--- src/rtl/swervolf_io_pkg.sv ---
// Shared constants and helpers for the swervolf board-input conditioner.
package swervolf_io_pkg;

  localparam int SWERVOLF_DBNC_PRESCALE_DEFAULT = 50000;
  localparam int SWERVOLF_DBNC_TICKS_DEFAULT    = 16;

  // Counter width for a range of n values, never narrower than one bit.
  function automatic int cnt_w(input int n);
    int w;
    w = $clog2(n);
    return (w < 1) ? 1 : w;
  endfunction

endpackage

--- src/rtl/swervolf_dbnc_ch.sv ---
// One input channel: synchroniser chain, tick-qualified debounce counter,
// debounced level and registered rise/fall pulses.
module swervolf_dbnc_ch
  import swervolf_io_pkg::*;
#(
  parameter int   SYNC_STAGES    = 2,
  parameter int   DEBOUNCE_TICKS = SWERVOLF_DBNC_TICKS_DEFAULT,
  parameter logic RESET_VAL      = 1'b0
) (
  input  logic clk,
  input  logic rst,
  input  logic i_in,
  input  logic i_tick,
  output logic o_stable,
  output logic o_rise,
  output logic o_fall
);

  localparam int CW = cnt_w(DEBOUNCE_TICKS + 1);
  localparam logic [CW-1:0] CNT_LAST = CW'(DEBOUNCE_TICKS - 1);

  logic [SYNC_STAGES-1:0] sync_q, sync_d;
  logic [CW-1:0]          cnt_q, cnt_d;
  logic                   stable_q, stable_d;
  logic                   rise_q, rise_d;
  logic                   fall_q, fall_d;
  logic                   s;

  assign s      = sync_q[SYNC_STAGES-1];
  assign sync_d = {sync_q[SYNC_STAGES-2:0], i_in};

  // Any cycle of agreement restarts qualification, tick or not.
  always_comb begin
    cnt_d    = cnt_q;
    stable_d = stable_q;
    rise_d   = 1'b0;
    fall_d   = 1'b0;
    if (s == stable_q) begin
      cnt_d = '0;
    end else if (i_tick) begin
      if (cnt_q == CNT_LAST) begin
        stable_d = s;
        cnt_d    = '0;
        rise_d   = s;
        fall_d   = ~s;
      end else begin
        cnt_d = cnt_q + CW'(1);
      end
    end
  end

  always_ff @(posedge clk) begin
    if (rst) begin
      sync_q   <= {SYNC_STAGES{RESET_VAL}};
      cnt_q    <= '0;
      stable_q <= RESET_VAL;
      rise_q   <= 1'b0;
      fall_q   <= 1'b0;
    end else begin
      sync_q   <= sync_d;
      cnt_q    <= cnt_d;
      stable_q <= stable_d;
      rise_q   <= rise_d;
      fall_q   <= fall_d;
    end
  end

  assign o_stable = stable_q;
  assign o_rise   = rise_q;
  assign o_fall   = fall_q;

endmodule

--- src/rtl/swervolf_input_cond.sv ---
// N-channel switch/button conditioner: shared debounce prescaler, per-channel
// debouncers; sticky event flags and irq only when SWERVOLF_INPUT_COND_EVT_EN is defined.
module swervolf_input_cond
  import swervolf_io_pkg::*;
#(
  parameter int               WIDTH          = 16,
  parameter int               SYNC_STAGES    = 2,
  parameter int               PRESCALE       = SWERVOLF_DBNC_PRESCALE_DEFAULT,
  parameter int               DEBOUNCE_TICKS = SWERVOLF_DBNC_TICKS_DEFAULT,
  parameter logic [WIDTH-1:0] RESET_VAL      = '0
) (
  input  logic             clk,
  input  logic             rst,
  input  logic [WIDTH-1:0] i_in,
  output logic [WIDTH-1:0] o_stable,
  output logic [WIDTH-1:0] o_rise,
  output logic [WIDTH-1:0] o_fall,
  input  logic [WIDTH-1:0] i_evt_clr,
  input  logic [WIDTH-1:0] i_irq_mask,
  output logic [WIDTH-1:0] o_evt,
  output logic             o_irq
);

  localparam int PW = cnt_w(PRESCALE);
  localparam logic [PW-1:0] PRE_LAST = PW'(PRESCALE - 1);

  logic [PW-1:0] pre_q, pre_d;
  logic          tick;

  // With PRESCALE=1 the counter sits at 0 and tick is permanently high.
  assign tick  = (pre_q == PRE_LAST);
  assign pre_d = tick ? '0 : pre_q + PW'(1);

  always_ff @(posedge clk) begin
    if (rst) pre_q <= '0;
    else     pre_q <= pre_d;
  end

  for (genvar i = 0; i < WIDTH; i++) begin : g_ch
    swervolf_dbnc_ch #(
      .SYNC_STAGES   (SYNC_STAGES),
      .DEBOUNCE_TICKS(DEBOUNCE_TICKS),
      .RESET_VAL     (RESET_VAL[i])
    ) u_ch (
      .clk     (clk),
      .rst     (rst),
      .i_in    (i_in[i]),
      .i_tick  (tick),
      .o_stable(o_stable[i]),
      .o_rise  (o_rise[i]),
      .o_fall  (o_fall[i])
    );
  end

`ifdef SWERVOLF_INPUT_COND_EVT_EN
  logic [WIDTH-1:0] evt_q, evt_d;
  logic             irq_q, irq_d;

  // A new edge beats a simultaneous clear so no event is ever lost.
  assign evt_d = (evt_q & ~i_evt_clr) | o_rise | o_fall;
  assign irq_d = |(evt_d & ~i_irq_mask);

  always_ff @(posedge clk) begin
    if (rst) begin
      evt_q <= '0;
      irq_q <= 1'b0;
    end else begin
      evt_q <= evt_d;
      irq_q <= irq_d;
    end
  end

  assign o_evt = evt_q;
  assign o_irq = irq_q;
`else
  logic unused_evt_inputs;
  assign unused_evt_inputs = ^{i_evt_clr, i_irq_mask};
  assign o_evt = '0;
  assign o_irq = 1'b0;
`endif

endmodule

--- config.mk ---
export PLATFORM = sky130hd
export DESIGN_NAME = swervolf_input_cond
export DESIGN_NICKNAME = d
export VERILOG_FILES = /design/src/rtl/swervolf_io_pkg.sv /design/src/rtl/swervolf_dbnc_ch.sv /design/src/rtl/swervolf_input_cond.sv
export SDC_FILE = /design/constraint.sdc
export NUM_CORES = 1
export LEC_CHECK = 0
export BUFFER_PORTS_ARGS = -buffer_cell sky130_fd_sc_hd__buf_4
export CELL_PAD_IN_SITES_DETAIL_PLACEMENT = 1
export CELL_PAD_IN_SITES_GLOBAL_PLACEMENT = 1
export CORE_MARGIN = 2
export CORE_UTILIZATION = 31
export DETAILED_ROUTE_END_ITERATION = 8
export GPL_TIMING_DRIVEN = 0
export PLACE_DENSITY_LB_ADDON = 0.2
export SLEW_MARGIN = 5
export SYNTH_ARGS = -nofsm -noshare
export SYNTH_HDL_FRONTEND = slang
export SYNTH_SLANG_ARGS = --single-unit
--- constraint.sdc ---
create_clock -name clk -period 6.1 [get_ports clk]
set_input_delay 0.61 -clock clk [delete_from_list [all_inputs] [get_ports clk]]
set_output_delay 0.61 -clock clk [all_outputs]
set_load 0.005 [all_outputs]
# Word-level counts from Yosys, hierarchy flattened
# Cells that the tools add are included.
# word_totals
output_inout_bits	65
elab_cells	245
ff_bits	176
in_bits	50
# op_classes
n_addsub	17
bitwise_logic	49
n_mux	16
n_reduce_logical	49
n_eq_ne	33
# op_table
cell	n
$add A5 B1 Y5 const B	16
$eq A5 B4 Y1 const B	16
$mux W5	16
$reduce_or A4 Y1	16
$not A1 Y1	49
$reduce_and A3 Y1	16
$reduce_or A2 Y1	17
$add A16 B1 Y16 const B	1
$eq A1 B1 Y1	16
$eq A16 B16 Y1 const B	1

# Longest topological paths before layout
# depth
ltp_word	3
mapped_depth	8
ltp_nobuf	5

# By module
# From an unflattened synthesis, not the netlist that was laid out.
# unflattened
hier_cells	724
hier_area_um2	6889.1
# modules_own_cells
mod	instances	area_per_inst_um2	seq_area_each_um2	cells_per_inst
swervolf_dbnc_ch	16	376.6	200.2	39
swervolf_input_cond	1	863.3	320.3	100

# Worst setup path after synthesis
# No wires, ideal clock.
# synth_path
kind	register to register
startpoint	register pre_q[5]
endpoint	register g_ch[11].u_ch.cnt_q[0]
slack_ns	4.149
required_time_ns	6.030
arrival_time_ns	1.881
synth_period_minus_slack_ns	1.951
path_stages_with_launch	8
setup_time_ns	0.070
path_buffers	3
path_cell_list	dfxtp_1 -> buf_4 -> nor4b_4 -> nand2_4 -> buf_6 -> buf_6 -> or4_1 -> a21oi_1
# synth_via
elab_chain_len	1
# synth_lines
item	line_no	rtl
start, declared	swervolf_input_cond.sv:27	logic [PW-1:0] pre_q, pre_d;
start signal, assigned	swervolf_input_cond.sv:36	else pre_q <= pre_d;
$eq A16 B16 Y1	swervolf_input_cond.sv:31	assign tick = (pre_q == PRE_LAST);
end signal, assigned	swervolf_dbnc_ch.sv:61	cnt_q <= cnt_d;
end, declared	swervolf_dbnc_ch.sv:23	logic [CW-1:0] cnt_q, cnt_d;
# No other way between the ends.
# A chain may end at the register's enable or synchronous reset.

# Worst setup path after layout
# layout_path
startpoint	register pre_q[0]
endpoint	register g_ch[7].u_ch.rise_q
# layout_via
elab_chain_len	3
# layout_lines
item	line_no	rtl
$eq A16 B16 Y1	swervolf_input_cond.sv:31	
$not A1 Y1 (no line)	-	
$reduce_or A4 Y1 (no line)	-	
end signal, assigned	swervolf_dbnc_ch.sv:63	rise_q <= rise_d;
end, declared	swervolf_dbnc_ch.sv:25	logic rise_q, rise_d;
# No other way between the ends.

==> results by group <==
Detailed routing
  • Residual DRC: 0
  • 1st-pass router iterations: 5
  • Via count: approximately 7000
  • Routed WL: between 20 and 30 mm
  • Via/cell ratio: approximately 5.2
  • DRT iter0 DRCs: 448
  • Drt wl/cell: about 19 um
  • Detail Route Antenna Nets: 0

Setup path
  • CP max stage delay: around 760 ps
  • Worst path arrival time: approximately 3300 ps
  • Crit path launch: pre_q[0]$_SDFF_PP0_
  • CP cell instances: ha_1, and3_1, and3_1, clkbuf_1, clkbuf_1, nand3_1, nor4_1
  • Largest delay contributor family on the critical path: buffers and inverters
  • FF-to-FF Start: pre_q[0]$_SDFF_PP0_
  • Setup crit end kind: register
  • Worst-path maximum fanout: 10
  • Startpoint Class: register
  • Worst Path Required: 6430 ps
  • Crit Path Category: reg2reg
  • CP max stage cell: clkbuf_1
  • WP buf/inv: 2

Clocking
  • CTS tree: done
  • H-tree levels: 4
  • Post-CTS setup repair buffer count: 0
  • CTS Root Cell: clkbuf_16
  • CTS Buf Count: 17
  • Clk sink count: 176
  • Clock-pin slew of the registers on the worst-case setup and hold paths: approximately 70 ps
  • Worst-Skew Late Latency: between 400 and 500 ps
  • PostCTS Resize Cnt: 0
  • CTS Hold Bufs: 0
  • CTS max path bufs: 2

Die
  • Initial Util: between 30% and 40%
  • Full die area: 27000 um^2
  • # rows: slightly below 60
  • Die Y: about 160 um
  • Die X-Extent: between 150 and 200 um
  • # IOs: between 100 and 150
  • Core footprint: 25200 um^2

Logic synthesis
  • Mux cell area share after synthesis: 0%
  • Count leader, synth: dfxtp_1
  • Main flop type after synthesis: dfxtp_1
  • Asr flop ratio synth: 0%
  • Largest family of logic cells by synthesized area: simple AND/OR/NAND/NOR gates
  • Ys Warns: 0
  • Cell area after synthesis: just under 8000 um^2
  • Post-Synth Simple-Gate Area: between 20% and 30%
  • Area leader, netlist: dfxtp_1
  • Post-synthesis cell type count: 39
  • Mapped Cells: a little under 900
  • Adder-Cell Fraction of Synth Area: under 10%
  • Post-synth EDFFs: 0
  • Top cell type's share of synthesized area: between 40% and 50%
  • Synth Area in Compound Gates: 11.9%
  • Xor and xnor area share after synthesis: under 10%
  • Most frequent cells after synthesis: dfxtp_1, a21oi_1, buf_4, nand3_1, or4_1
  • Avg Cell Area, Syn: 8.98 um^2
  • Synth top area cells: dfxtp_1, buf_4, a21oi_1, or4_1, nand3_1
  • Sequential cell area fraction in the yosys report: 44.3%
  • Synth Register Bits: between 150 and 200

Power
  • Cell Pwr Density: between 200 and 300 nW/um^2
  • Peak supply drop: 0.000164 V
  • Leakage: 3.41 nW

Global routing
  • Global-route wire length before repair: between 30 and 40 mm
  • Grt ovf: 0
  • Initial antenna violation count: 0
  • Number of global-route vias before repair: ~6600
  • GRT Total Usage: about a fifth
  • Largest net degree at the start of global routing: 17

Worst hold path
  • Hold WC Path Type: in2reg
  • Critical hold path startpoint: i_in[3]

Job
  • Max cap viols: 0

STA
  • Final Slew Violations: 0
  • Max Freq: between 300 and 400 MHz
  • Worst setup margin: 3170 ps
  • Slew @ Worst Pin: roughly 1100 ps
  • Setup-failing EPs final: 0
  • Setup_tns: 0 ps
  • Tcrit/Tclk final: around 48%
  • Hold Fails Final Rpt: 0
  • Clock skew: approximately 7 ps
  • Slew margin rel.: a little over a quarter
  • Minimum clock period: between 2000 and 3000 ps
  • RSZ-0062 raised after global routing: false

Place
  • Post-DP HPWL: 16.8 mm
  • Pre-CTS setup slack: just over 3000 ps
  • IO Port Bufs: 65
  • Routability cong.: ~0.8

Layout
  • Fill count: 2940
  • Multi-input logic area: approximately 3600 um^2
  • Area Overhead vs Synth: 19.7%
  • Reg area: between 3000 and 4000 um^2
  • # diodes: 0
  • Final net count: ~1100
  • Layout cell share with drive strength beyond 1: 19.1%

Outcome
  • Outcome: finished clean
-- registers in the layout (all words and copies together) (netlist names) --
signal	flops
g_ch.u_ch.o_stable	16
pre_q	16
g_ch.u_ch.sync_q	32
g_ch.u_ch.o_rise	16
g_ch.u_ch.cnt_q	80
g_ch.u_ch.o_fall	16
-- metal layers --
layer	track usage (%)	up-vias	routed length, um
met5	0	-	0
met4	5.42	0	379
met3	3.28	26	1520
met2	30.5	177	11600
met1	27.7	3332	12200
li1	-	3318	-
-- cell usage in the layout (no fill, tap or decap), drive strengths merged, types with 2 or more instances in the layout --
cell | Yosys | final
conb | 1 | 17
nor3 | 20 | 20
and2 | 8 | 8
buf | 89 | 154
o31ai | 39 | 39
ha | 17 | 17
nor4b | 10 | 10
nand3 | 61 | 61
or2 | 9 | 9
inv | 35 | 35
xnor2 | 22 | 22
a21oi | 80 | 80
clkinv | 0 | 3
nor2b | 39 | 39
or4 | 48 | 48
clkbuf | 35 | 54
a41oi | 2 | 2
nor3b | 7 | 7
a31oi | 2 | 2
and4b | 8 | 8
o21ai | 41 | 41
nand2b | 7 | 7
nor2 | 39 | 39
bufinv | 0 | 5
nand4 | 27 | 27
and3 | 15 | 15
nor4 | 20 | 20
dfxtp | 176 | 176
nand2 | 7 | 7
nand4b | 11 | 11
xor2 | 8 | 8
-- worst reg2reg max path, delay by kind of cell (launching register included) --
kind                     cells  cell delay [ps]
buffers and inverters        2             1250
AND/OR/NAND/NOR              4             1000
flip-flops                   1              380
adder cells (fa/ha/maj)      1              220
-- final timing paths --
check	end	cells after the start	slack, ps
max	g_ch[7].u_ch.o_rise$_SDFF_PP0_	7	3170
min	g_ch[3].u_ch.sync_q[0]$_SDFF_PP0_	2	390
max reg2reg	g_ch[7].u_ch.o_rise$_SDFF_PP0_	7	3170
min reg2reg	g_ch[6].u_ch.sync_q[1]$_SDFF_PP0_	1	440
-- stage by stage --
step	area [um^2]	hold slack [ps]	cells	util [%]	total power (W)
after global routing	9530	408	1324	37.8	0.00249
after floorplan	8020	411	902	-	0.00123
final	9530	392	1324	37.8	0.00241
after CTS	9530	380	1324	37.8	0.00243
after global placement	8920	418	1297	35.4	0.00126
after detailed placement	8920	427	1297	35.4	0.00126
-- cells by family (layout without fill, tap and decap cells) --
| group | Yosys count | count (layout) |
|---|---|---|
| and+or+nand+nor | 337 | 337 |
| DFF | 176 | 176 |
| AOI/OAI and AO/OA | 166 | 166 |
| buffers and inverters | 159 | 251 |
| xor gates and xnor gates | 30 | 30 |
| adders and majority gates | 17 | 17 |
| other | 1 | 17 |
-- area by class of cell --
class                   instances  area share (%)
repair buffers                 65            5.12
clock buffers                  19            4.65
flip-flops and latches        176            37.0
clock inverters                 8            1.73
inverters                      35            1.38
plain buffers                 124            8.00
multi-input cells             567            37.8
well taps                     330            4.33
-- power breakdown --
group          internal (W)  switching [W]  total (W)
clock network      0.000725       0.000450    0.00118
logic             0.0000270      0.0000350  0.0000620
registers           0.00116     0.00000827    0.00117
total               0.00191       0.000493    0.00241
No activity file was read; power rests on OpenSTA's default activity.
